==> src/rtl/async_fifo_core_if.sv <==
// rtl/async_fifo_core_if.sv - FIFO handshake bundle; overflow/underflow present with ASYNC_FIFO_ERR_FLAGS_EN
interface async_fifo_core_if #(
  parameter int Width = 8
);
  logic             w_en;
  logic             r_en;
  logic [Width-1:0] data_in;
  logic [Width-1:0] data_out;
  logic             full;
  logic             empty;
`ifdef ASYNC_FIFO_ERR_FLAGS_EN
  logic             overflow;
  logic             underflow;
`endif

  modport master (
    output w_en, r_en, data_in,
`ifdef ASYNC_FIFO_ERR_FLAGS_EN
    input  overflow, underflow,
`endif
    input  data_out, full, empty
  );

  modport slave (
    input  w_en, r_en, data_in,
`ifdef ASYNC_FIFO_ERR_FLAGS_EN
    output overflow, underflow,
`endif
    output data_out, full, empty
  );
endinterface

==> src/rtl/async_fifo_core.sv <==
// rtl/async_fifo_core.sv - single-clock FIFO with registered read data; ASYNC_FIFO_ERR_FLAGS_EN adds sticky overflow/underflow
module async_fifo_core #(
  parameter int Width = 8,
  parameter int Depth = 8
) (
  input  logic              clk,
  input  logic              rst,
  async_fifo_core_if.slave  bus
);
  localparam int AW = (Depth > 1) ? $clog2(Depth) : 1;
  localparam logic [AW:0] PTR_INC = {{AW{1'b0}}, 1'b1};

  logic [Width-1:0] mem [Depth];
  logic [AW:0]      wptr;
  logic [AW:0]      rptr;
  logic [Width-1:0] dout_q;
  logic             full_w;
  logic             empty_w;
  logic             wr_acc;
  logic             rd_acc;

  // Extra pointer MSB separates the full case from the empty case when addresses match.
  assign empty_w = (wptr == rptr);
  assign full_w  = (wptr[AW-1:0] == rptr[AW-1:0]) && (wptr[AW] != rptr[AW]);
  assign wr_acc  = bus.w_en && !full_w;
  assign rd_acc  = bus.r_en && !empty_w;

  assign bus.full     = full_w;
  assign bus.empty    = empty_w;
  assign bus.data_out = dout_q;

  always_ff @(posedge clk) begin
    if (wr_acc && !rst) begin
      mem[wptr[AW-1:0]] <= bus.data_in;
    end
  end

  always_ff @(posedge clk or posedge rst) begin
    if (rst) begin
      wptr   <= '0;
      rptr   <= '0;
      dout_q <= '0;
    end else begin
      if (wr_acc) begin
        wptr <= wptr + PTR_INC;
      end
      if (rd_acc) begin
        dout_q <= mem[rptr[AW-1:0]];
        rptr   <= rptr + PTR_INC;
      end
    end
  end

`ifdef ASYNC_FIFO_ERR_FLAGS_EN
  logic overflow_q;
  logic underflow_q;

  always_ff @(posedge clk or posedge rst) begin
    if (rst) begin
      overflow_q  <= 1'b0;
      underflow_q <= 1'b0;
    end else begin
      if (bus.w_en && full_w) begin
        overflow_q <= 1'b1;
      end
      if (bus.r_en && empty_w) begin
        underflow_q <= 1'b1;
      end
    end
  end

  assign bus.overflow  = overflow_q;
  assign bus.underflow = underflow_q;
`endif
endmodule

==> src/flat_wrapper.sv <==
// flat-port wrapper written by rule: the top's interface ports become plain ports
module async_fifo_core_flat 
#(
  parameter int Width = 8,
  parameter int Depth = 8
)
  (clk, rst, bus_w_en, bus_r_en, bus_data_in, bus_data_out, bus_full, bus_empty);
  async_fifo_core_if #(.Width(Width)) bus_i ();
  input  logic clk;
  input  logic rst;
  input wire logic [$bits(bus_i.w_en)-1:0] bus_w_en;
  input wire logic [$bits(bus_i.r_en)-1:0] bus_r_en;
  input wire logic [$bits(bus_i.data_in)-1:0] bus_data_in;
  output wire logic [$bits(bus_i.data_out)-1:0] bus_data_out;
  output wire logic [$bits(bus_i.full)-1:0] bus_full;
  output wire logic [$bits(bus_i.empty)-1:0] bus_empty;
  assign bus_i.w_en = bus_w_en;
  assign bus_i.r_en = bus_r_en;
  assign bus_i.data_in = bus_data_in;
  assign bus_data_out = bus_i.data_out;
  assign bus_full = bus_i.full;
  assign bus_empty = bus_i.empty;
  async_fifo_core #(.Width(Width), .Depth(Depth)) u_core (.clk(clk), .rst(rst), .bus(bus_i));
endmodule
==> config.mk <==
export PLATFORM = sky130hd
export DESIGN_NAME = async_fifo_core_flat
export DESIGN_NICKNAME = d
export VERILOG_FILES = /design/src/rtl/async_fifo_core_if.sv /design/src/rtl/async_fifo_core.sv /design/src/flat_wrapper.sv
export SDC_FILE = /design/constraint.sdc
export NUM_CORES = 1
export LEC_CHECK = 0
export ABC_CLOCK_PERIOD_IN_PS = 4070
export CAP_MARGIN = 20
export CORE_MARGIN = 5
export CORE_UTILIZATION = 30
export DETAILED_ROUTE_END_ITERATION = 8
export GPL_ROUTABILITY_DRIVEN = 1
export SETUP_SLACK_MARGIN = 0.1
export SLEW_MARGIN = 5
export SYNTH_ARGS = -nofsm -noshare
export SYNTH_HDL_FRONTEND = slang
export SYNTH_SLANG_ARGS = --single-unit
export TNS_END_PERCENT = 100
==> constraint.sdc <==
create_clock -name clk -period 4.07 [get_ports clk]
set_input_delay 0.407 -clock clk [delete_from_list [all_inputs] [get_ports clk]]
set_output_delay 0.407 -clock clk [all_outputs]
set_load 0.1 [all_outputs]
==> run_results.csv, run 1 <==
group,metric,value,unit
status,status,"finished clean",
power_and_ir_drop,swShare,0.394,
yosys,synth_top_family_by_area,"multiplexers",
global_routing,grt_pass1_vias,1644,
floorplanning,rows,38,
hold_path,whs_path_depth,2,
routing,antenna_left,0,
clock_network,post_cts_buffers,0,
floorplanning,initial_core_util,0.302,
sta,grt_setup_unrepaired,"false",
power_and_ir_drop,p_per_area,772,mW/mm^2
sta,setup_violations,0,
hold_path,worstHoldEndpoint,"u_core.bus.data_out[3]$_DFFE_PP0P_",
power_and_ir_drop,power.internal,0.00181,W
clock_network,clkSlewWorstSetupHoldPaths,80,ps
worst_setup_path,r2r_slack,1200,ps
yosys,synth_compound_area_frac,0.0258,
sta,hold-worst-slack,480,ps
routing,totalWireLength,5650,microns
yosys,synth_area,0.00325,sq mm
routing,firstDrtPassIters,4,
clock_network,cts_tree,"built",
yosys,synthAdderAreaFrac,0.00770,
place,place_ws,1180,ps
global_routing,grt_start_max_net_pins,21,
yosys,yosys_warnings,0,
yosys,ys_ff_latch,80,
yosys,synth_cell_types,30,
sta,fin_ws,1200,ps
sta,min_period,2870,ps
power_and_ir_drop,switching_power,0.00118,W
floorplanning,die_w,114,microns
sta,finalHoldViolations,0,
place,hpwl,3790,microns
clock_network,insertion_delay,350,ps
clock_network,hold_buffers,0,
sta,max_freq,0.348,GHz
layout,n_fill_cell,1030,
yosys,synth_cells,172,
routing,vias,1570,
power_and_ir_drop,pwr-share-comb,0.398,
worst_setup_path,reg2reg_depth,4,
power_and_ir_drop,seqPwrFrac,0.384,
routing,viasPerCell,4.56,
clock_network,clock_sinks,80,
routing,avgRoutedWirePerCell,16.4,microns
sta,worst_pin_slew,1010,ps
worst_setup_path,cp_slowest_cell,"dfrtp_1",
global_routing,antenna_found_initial,0,
worst_setup_path,critPathKind,"flop to flop",
sta,finClkSkew,7.72,ps
hold_path,hold_path.startpoint,"u_core.bus.data_out[3]$_DFFE_PP0P_",
floorplanning,coreArea,0.0107,sq mm
worst_setup_path,startpoint,"u_core.rptr[1]$_DFFE_PP0P_",
yosys,synth-simple-area-share,0.0481,
layout,area.growth.synth_to_final,19.0,%
floorplanning,die_area,0.0130,sq mm
layout,layout-drive-gt1-share,0.245,
sta,setup_tns,0,ps
floorplanning,ios,22,
clock_network,cts_buffers,9,
yosys,synth_fp_nets,186,
worst_setup_path,critPathMaxStageDelay,730,ps
clock_network,clk_path_buf_depth,2,
yosys,syn_avg_cell_area,18.9,sq um
worst_setup_path,cp_data_arrival_time,2850,ps
power_and_ir_drop,ir_drop,350,uV
layout,final_util,0.360,
routing,drc_errors,0,
layout,fin_area,0.00387,sq mm
worst_setup_path,cp.required,4050,ps
clock_network,cts.htree.levels,3,
place,place.gp.congestion,0.703,
routing,drtIter0Drc,53,
yosys,synth_xor_area_frac,0.0377,
worst_setup_path,path_cells,"xor2_1 -> o41ai_4 -> or3b_1 -> nor2_1",
sta,fin_crit_sh,0.706,
clock_network,cts_resized,0,
power_and_ir_drop,power_leakage,1.31,nW
place,dpl-instance-area,0.00363,sq mm
sta,drv_slew,0,
layout,fin_nets,213,
global_routing,grt_pass1_wl,8800,microns
job,drv_cap,0,
global_routing,track_usage,0.0941,
worst_setup_path,crit_path_start_kind,"flop",
yosys,synth.yosys.seq_area_share,0.715,
hold_path,min_path_type,"flop to flop",
power_and_ir_drop,clockPowerShare,0.218,
place,io_buffers,21,
global_routing,globalRouteOverflowTotal,0,
floorplanning,die_h,114,microns
worst_setup_path,critPathCaptureType,"flop",
worst_setup_path,r2r_end,"u_core.mem[6][2]$_DFFE_PP_",
sta,slew_headroom,0.324,
worst_setup_path,crit_fanout,12,
yosys,muxShareOfSynthArea,0.144,
layout,n_antenna_cell,0,
worst_setup_path,r2r_start,"u_core.rptr[1]$_DFFE_PP0P_",
clock_network,root_buffer,"clkbuf_8",
-- final cells by class --
class	count	area, sq um	share of cell area
multi-input combinational	79	885	0.229
sequential	80	2320	0.601
clock inverter	6	88.8	0.0230
tap	140	175	0.0453
clock buffer	10	138	0.0356
timing repair buffer	26	246	0.0638
inverter	3	11.3	0.00291
-- cells in the mapped netlist --
library cell,instances,share of area
nand2_1,10,0.012
ha_1,2,0.0077
xor2_2,1,0.0050
o41ai_2,1,0.0050
nor4b_1,2,0.0054
o41ai_4,1,0.0085
nand3_1,2,0.0031
xor2_4,1,0.0085
nor2_1,7,0.0081
buf_1,1,0.0012
dfrtp_1,16,0.12
inv_1,3,0.0035
xor2_1,6,0.016
nor4_1,1,0.0019
o21ai_0,8,0.012
nor3_2,1,0.0031
and4bb_2,1,0.0038
xnor2_1,3,0.0081
or2_2,2,0.0038
mux2i_1,8,0.025
clkbuf_1,1,0.0012
edfxtp_1,64,0.59
buf_6,1,0.0035
mux4_2,16,0.11
buf_2,4,0.0062
nor3_1,3,0.0046
or3b_1,1,0.0027
mux2_1,1,0.0035
mux2_4,1,0.0046
buf_4,3,0.0069
-- cells by family after synthesis --
family | after synthesis
buf+inv | 13
compound gates | 10
simple gates | 30
flops | 80
fa+ha+maj | 2
xor+xnor | 11
mux | 26
-- critical path, delay by kind of cell, from the launching register on --
family                    cells  cell delay, ps
and+or+nand+nor               2            1050
xor gates and xnor gates      1             500
DFF                           1             730
AOI/OAI and AO/OA             1             220
-- per-layer routing --
metal	up-vias	part of all wire	GRT usage
met2	45	0.54	0.164
met1	798	0.39	0.104
met5	-	0	0
met3	10	0.056	0.0317
li1	717	-	-
met4	0	0.021	0.0428
-- power by group through the flow --
stage / sequential, W / clock [W] / combinational, W
2_1_floorplan: 0.00137 / 0 / 0.000730
3_3_place_gp: 0.00116 / 0 / 0.00119
3_5_place_dp: 0.00117 / 0 / 0.00121
4_1_cts: 0.00115 / 0.000665 / 0.00121
5_1_grt: 0.00116 / 0.000697 / 0.00127
6_report: 0.00115 / 0.000651 / 0.00119
-- cells in the final DEF, fill, tap and decap left out, types with 3 or more instances in the layout --
cell type,instances
buf_4,6
clkbuf_8,10
clkdlybuf4s50_1,19
dfrtp_1,16
edfxtp_1,64
inv_1,3
mux2i_1,8
mux4_2,16
nand2_1,10
nor2_1,7
nor3_1,3
o21ai_0,8
xnor2_1,3
xor2_1,6
-- worst max-delay path by stage --
stage	slack (ps)	cells past startpoint	to
after global routing	1060	4	u_core.mem[6][5]$_DFFE_PP_
final	1200	4	u_core.mem[6][2]$_DFFE_PP_
after CTS	1160	4	u_core.mem[6][5]$_DFFE_PP_
after floorplan	600	4	bus_empty
after detailed placement	1180	4	u_core.mem[6][4]$_DFFE_PP_
after global placement	1260	4	u_core.mem[6][4]$_DFFE_PP_
-- per-stage QoR --
stage / power [W] / instances
final: 0.00299 / 344
after global routing: 0.00313 / 344
after CTS: 0.00302 / 343
after detailed placement: 0.00238 / 327
after global placement: 0.00235 / 327
after floorplan: 0.00210 / 172
-- flip-flops by register name, indices dropped and copies added (netlist names) --
signal / cells
u_core.mem: 64
u_core.bus.data_out: 8
u_core.rptr: 4
u_core.wptr: 4
No activity file was read; power rests on OpenSTA's default activity.
==> run 2: changes to the inputs <==
Settings changed: ABC_CLOCK_PERIOD_IN_PS 4070 to 2700.
Clock period 4.07 ns to 2.7 ns, I/O delays scaled along.
==> run_results.csv, run 2 (synthesis results as in run 1) <==
group,metric,value,unit
status,status,"finished clean",
layout,fin_nets,223,
worst_setup_path,cp.required,2430,ps
sta,fin_crit_sh,0.838,
hold_path,min_path_type,"input port to asynchronous set/reset pin",
worst_setup_path,crit_fanout,10,
worst_setup_path,path_cells,"xor2_4 -> or2_2 -> nor3_1 -> buf_12",
place,hpwl,3850,microns
clock_network,cts_buffers,9,
place,place.gp.congestion,0.768,
sta,hold-worst-slack,390,ps
power_and_ir_drop,power_leakage,1.39,nW
power_and_ir_drop,p_per_area,1180,mW/mm^2
job,drv_cap,0,
place,io_buffers,21,
power_and_ir_drop,power,0.00471,W
sta,grt_setup_unrepaired,"false",
floorplanning,ios,22,
layout,final_util,0.370,
sta,slew_headroom,0.626,
routing,drc_errors,0,
routing,totalWireLength,5870,microns
sta,drv_slew,0,
floorplanning,coreArea,0.0107,sq mm
worst_setup_path,critPathMaxStageDelay,560,ps
routing,vias,1598,
global_routing,globalRouteOverflowTotal,0,
layout,final_cell_mix,"edfxtp_1, buf_4, mux4_2, dfrtp_1, clkdlybuf4s50_1",
layout,area.growth.synth_to_final,22.4,%
floorplanning,die_h,114,microns
clock_network,cts_tree,"built",
clock_network,cts_resized,0,
routing,viasPerCell,4.51,
routing,antenna_left,0,
layout,largest_register_ffs,64,
clock_network,hold_buffers,0,
sta,max_freq,0.442,GHz
sta,min_period,2260,ps
global_routing,grt_start_max_net_pins,20,
floorplanning,die_w,114,microns
clock_network,clkSlewWorstSetupHoldPaths,80,ps
routing,firstDrtPassIters,4,
worst_setup_path,cp_slowest_cell,"dfrtp_1",
clock_network,cts.htree.levels,3,
layout,layout_commonest_cell,"edfxtp_1",
floorplanning,initial_core_util,0.302,
global_routing,grt_pass1_vias,1665,
global_routing,track_usage,0.0973,
routing,drtIter0Drc,80,
clock_network,clock_sinks,80,
clock_network,insertion_delay,340,ps
floorplanning,rows,38,
sta,setup_violations,0,
routing,avgRoutedWirePerCell,16.6,microns
power_and_ir_drop,ir_drop,591,uV
clock_network,root_buffer,"clkbuf_8",
clock_network,clk_path_buf_depth,2,
clock_network,post_cts_buffers,0,
worst_setup_path,critPathKind,"flop to output pin",
sta,worst_pin_slew,559,ps
worst_setup_path,critPathCaptureType,"output pin",
layout,n_antenna_cell,0,
sta,finClkSkew,9.33,ps
global_routing,grt_pass1_wl,9270,microns
layout,stdcell_count,354,
sta,fin_ws,437,ps
global_routing,antenna_found_initial,0,
place,dpl.cell_count,338,
floorplanning,die_area,0.0130,sq mm
layout,layout-drive-gt1-share,0.313,
sta,finalHoldViolations,0,
worst_setup_path,cp_data_arrival_time,1990,ps
worst_setup_path,crit_path_start_kind,"flop",
place,place_ws,456,ps
run 2: area by class of cell:
| type | instances | area [sq um] |
|---|---|---|
| Clock buffer | 11 | 131 |
| Clock inverter | 5 | 129 |
| Fill cell | 1032 | 6770 |
| Inverter | 3 | 11.3 |
| Multi-Input combinational cell | 79 | 885 |
| Sequential cell | 80 | 2320 |
| Tap cell | 140 | 175 |
| Timing Repair Buffer | 36 | 323 |
run 2: layer usage:
metal | routed length, microns | GRT usage
met4 | 85 | 0.0356
met1 | 2550 | 0.128
met2 | 3040 | 0.155
met3 | 195 | 0.0264
met5 | 0 | 0
run 2: critical path: cells and delay by family (launching register included):
kind	cells	cell delay, ps
xor+xnor	1	270
buf+inv	1	220
flops	1	560
simple gates	2	600
run 2: report_power, final:
part	internal [W]	total [W]	switching, W
logic	0.000690	0.00187	0.00118
clock network	0.000711	0.00113	0.000415
registers	0.00154	0.00171	0.000170
run 2: stage by stage:
stage	TNS (ps)	area, sq um
global placement	0	3720
global route	0	3980
CTS	0	3980
floorplan	-1270	3250
finish	0	3980
detailed placement	0	3720
run 2: final timing paths:
kind / cells after the start / end / from / slack, ps
min in group clk: 2 / u_core.bus.data_out[3]$_DFFE_PP0P_ / u_core.bus.data_out[3]$_DFFE_PP0P_ / 490
max: 4 / bus_empty / u_core.wptr[0]$_DFFE_PP0P_ / 440
max in group asynchronous: 3 / u_core.bus.data_out[3]$_DFFE_PP0P_ / rst / 2110
max reg2reg: 5 / u_core.mem[6][7]$_DFFE_PP_ / u_core.wptr[1]$_DFFE_PP0P_ / 450
min reg2reg: 2 / u_core.bus.data_out[3]$_DFFE_PP0P_ / u_core.bus.data_out[3]$_DFFE_PP0P_ / 490
min: 3 / u_core.bus.data_out[5]$_DFFE_PP0P_ / rst / 390
==> run 3: changes to the inputs <==
Settings changed: ABC_CLOCK_PERIOD_IN_PS 2700 to 1950.
Clock period 2.7 ns to 1.95 ns, I/O delays scaled along.
==> run_results.csv, run 3 (synthesis results as in run 1) <==
group,metric,value,unit
floorplanning,die_w,114,microns
power_and_ir_drop,power.internal,0.00393,W
routing,avgRoutedWirePerCell,16.6,microns
worst_setup_path,critPathKind,"flop to output pin",
clock_network,clkSlewWorstSetupHoldPaths,80,ps
global_routing,grt_pass1_wl,9690,microns
layout,layout-drive-gt1-share,0.395,
worst_setup_path,critPathBufInv,2,
sta,worst_pin_slew,439,ps
power_and_ir_drop,p_per_area,1570,mW/mm^2
floorplanning,rows,38,
place,io_buffers,21,
clock_network,root_buffer,"clkbuf_8",
clock_network,insertion_delay,340,ps
sta,finalHoldViolations,0,
power_and_ir_drop,seqPwrFrac,0.353,
place,place.gp.congestion,0.730,
place,place_ws,-30.1,ps
power_and_ir_drop,pwr-share-comb,0.496,
clock_network,clk_path_buf_depth,2,
routing,antenna_left,0,
routing,vias,1651,
sta,max_freq,0.520,GHz
global_routing,grt_pass1_vias,1756,
worst_setup_path,critPathMaxStageDelay,450,ps
layout,area.growth.synth_to_final,28.5,%
layout,n_antenna_cell,0,
place,dpl.cell_count,345,
routing,firstDrtPassIters,4,
place,dpl-instance-area,0.00392,sq mm
job,drv_cap,0,
layout,largest_register_ffs,64,
layout,fin_nets,237,
sta,drv_slew,0,
power_and_ir_drop,ir_drop,1120,uV
routing,drc_errors,0,
worst_setup_path,r2r_start,"u_core.wptr[2]$_DFFE_PP0P_",
floorplanning,initial_core_util,0.302,
power_and_ir_drop,swShare,0.401,
worst_setup_path,cp_data_arrival_time,1730,ps
layout,ff_latch_area,0.00233,sq mm
routing,totalWireLength,6120,microns
sta,setup_tns,0,ps
layout,final_cell_mix,"edfxtp_1, buf_4, mux4_2",
worst_setup_path,startpoint,"u_core.wptr[0]$_DFFE_PP0P_",
worst_setup_path,crit_fanout,2,
clock_network,cts_tree,"built",
sta,fin_crit_sh,0.986,
power_and_ir_drop,switching_power,0.00263,W
worst_setup_path,crit_path_start_kind,"flop",
floorplanning,die_area,0.0130,sq mm
routing,viasPerCell,4.49,
layout,n_fill_cell,1027,
global_routing,grt_start_max_net_pins,20,
power_and_ir_drop,power,0.00656,W
clock_network,cts.htree.levels,3,
worst_setup_path,cp.required,1750,ps
sta,setup_violations,0,
hold_path,min_path_type,"input port to asynchronous set/reset pin",
layout,fin_area,0.00418,sq mm
global_routing,globalRouteOverflowTotal,0,
worst_setup_path,crit_family,"flip-flops",
layout,layout_commonest_cell,"edfxtp_1",
clock_network,clock_sinks,80,
status,status,"finished clean",
clock_network,cts_buffers,9,
layout,multi_input_area,992,sq um
layout,stdcell_count,368,
sta,slew_headroom,0.706,
worst_setup_path,path_cells,"xor2_4 -> buf_6 -> or2_4 -> nor3_4 -> buf_12",
power_and_ir_drop,power_leakage,1.47,nW
sta,fin_ws,28.0,ps
sta,finClkSkew,6.85,ps
power_and_ir_drop,clockPowerShare,0.151,
routing,drtIter0Drc,41,
global_routing,antenna_found_initial,0,
floorplanning,coreArea,0.0107,sq mm
worst_setup_path,critPathCaptureType,"output pin",
floorplanning,die_h,114,microns
sta,min_period,1920,ps
floorplanning,ios,22,
sta,grt_setup_unrepaired,"true",
global_routing,track_usage,0.102,
worst_setup_path,cp_slowest_cell,"dfrtp_2",
place,hpwl,3940,microns
==> run 3: cell types whose count changed in the layout (fill, tap and decap cells not counted), sizes merged <==
cell	previous run	this run
buf	25	39
bufinv	4	0
clkinv	1	4
clkbuf	11	12
==> run 3: repair_timing <==
item | in CTS | in global routing
gates resized for setup | 4 | 5
hold buffers | 0 | 0
gates cloned | 0 | 0
pin swaps | 5 | 3
setup buffers | 2 | 7
setup endpoints to repair | 66 | 54
==> run 3: metrics by stage <==
stage                     hold slack [ps]  utilization
after floorplan                       117            -
after global placement                468        0.364
after detailed placement              477        0.364
after CTS                             280        0.381
after global routing                  294        0.389
final                                 287        0.389
==> run 3: power groups by stage <==
stage / sequential (W) / clock [W] / combinational [W]
after CTS: 0.00232 / 0.00103 / 0.00321
after global routing: 0.00235 / 0.00111 / 0.00348
final: 0.00232 / 0.000988 / 0.00326
after floorplan: 0.00289 / 0 / 0.00176
after global placement: 0.00234 / 0 / 0.00310
after detailed placement: 0.00235 / 0 / 0.00312
==> run 3: cell type report <==
class	instances	share of cell area
Multi-Input combinational cell	79	0.238
Inverter	3	0.00270
Sequential cell	80	0.557
Timing Repair Buffer	50	0.123
Clock buffer	12	0.0324
Clock inverter	4	0.00539
Tap cell	140	0.0419
==> run 3: metal layers <==
layer | vias up | routed length (microns) | GRT usage | part of all wire
li1 | 766 | - | - | -
met2 | 37 | 3170 | 0.170 | 0.52
met3 | 4 | 259 | 0.0307 | 0.042
met4 | 0 | 42 | 0.0356 | 0.0069
met5 | - | 0 | 0 | 0
met1 | 844 | 2650 | 0.128 | 0.43
==> run 3: path summary, 6_finish.rpt <==
| check | endpoint | depth (start not counted) | slack [ps] |
|---|---|---|---|
| worst min-delay path | u_core.bus.data_out[0]$_DFFE_PP0P_ | 3 | 290 |
| max in group asynchronous | u_core.rptr[0]$_DFFE_PP0P_ | 3 | 1430 |
| worst min register to register | u_core.bus.data_out[2]$_DFFE_PP0P_ | 2 | 480 |
| worst max-delay path | bus_full | 5 | 30 |
| worst max register to register | u_core.mem[1][2]$_DFFE_PP_ | 5 | 90 |
| min in group clk | u_core.bus.data_out[2]$_DFFE_PP0P_ | 2 | 480 |
==> run 3: worst register-to-register path: stages, from the launching register on <==
cell and delay, ps:
dfrtp_1 410, xor2_2 190, buf_4 140, o41ai_4 400, buf_6 210, and4bb_4 260
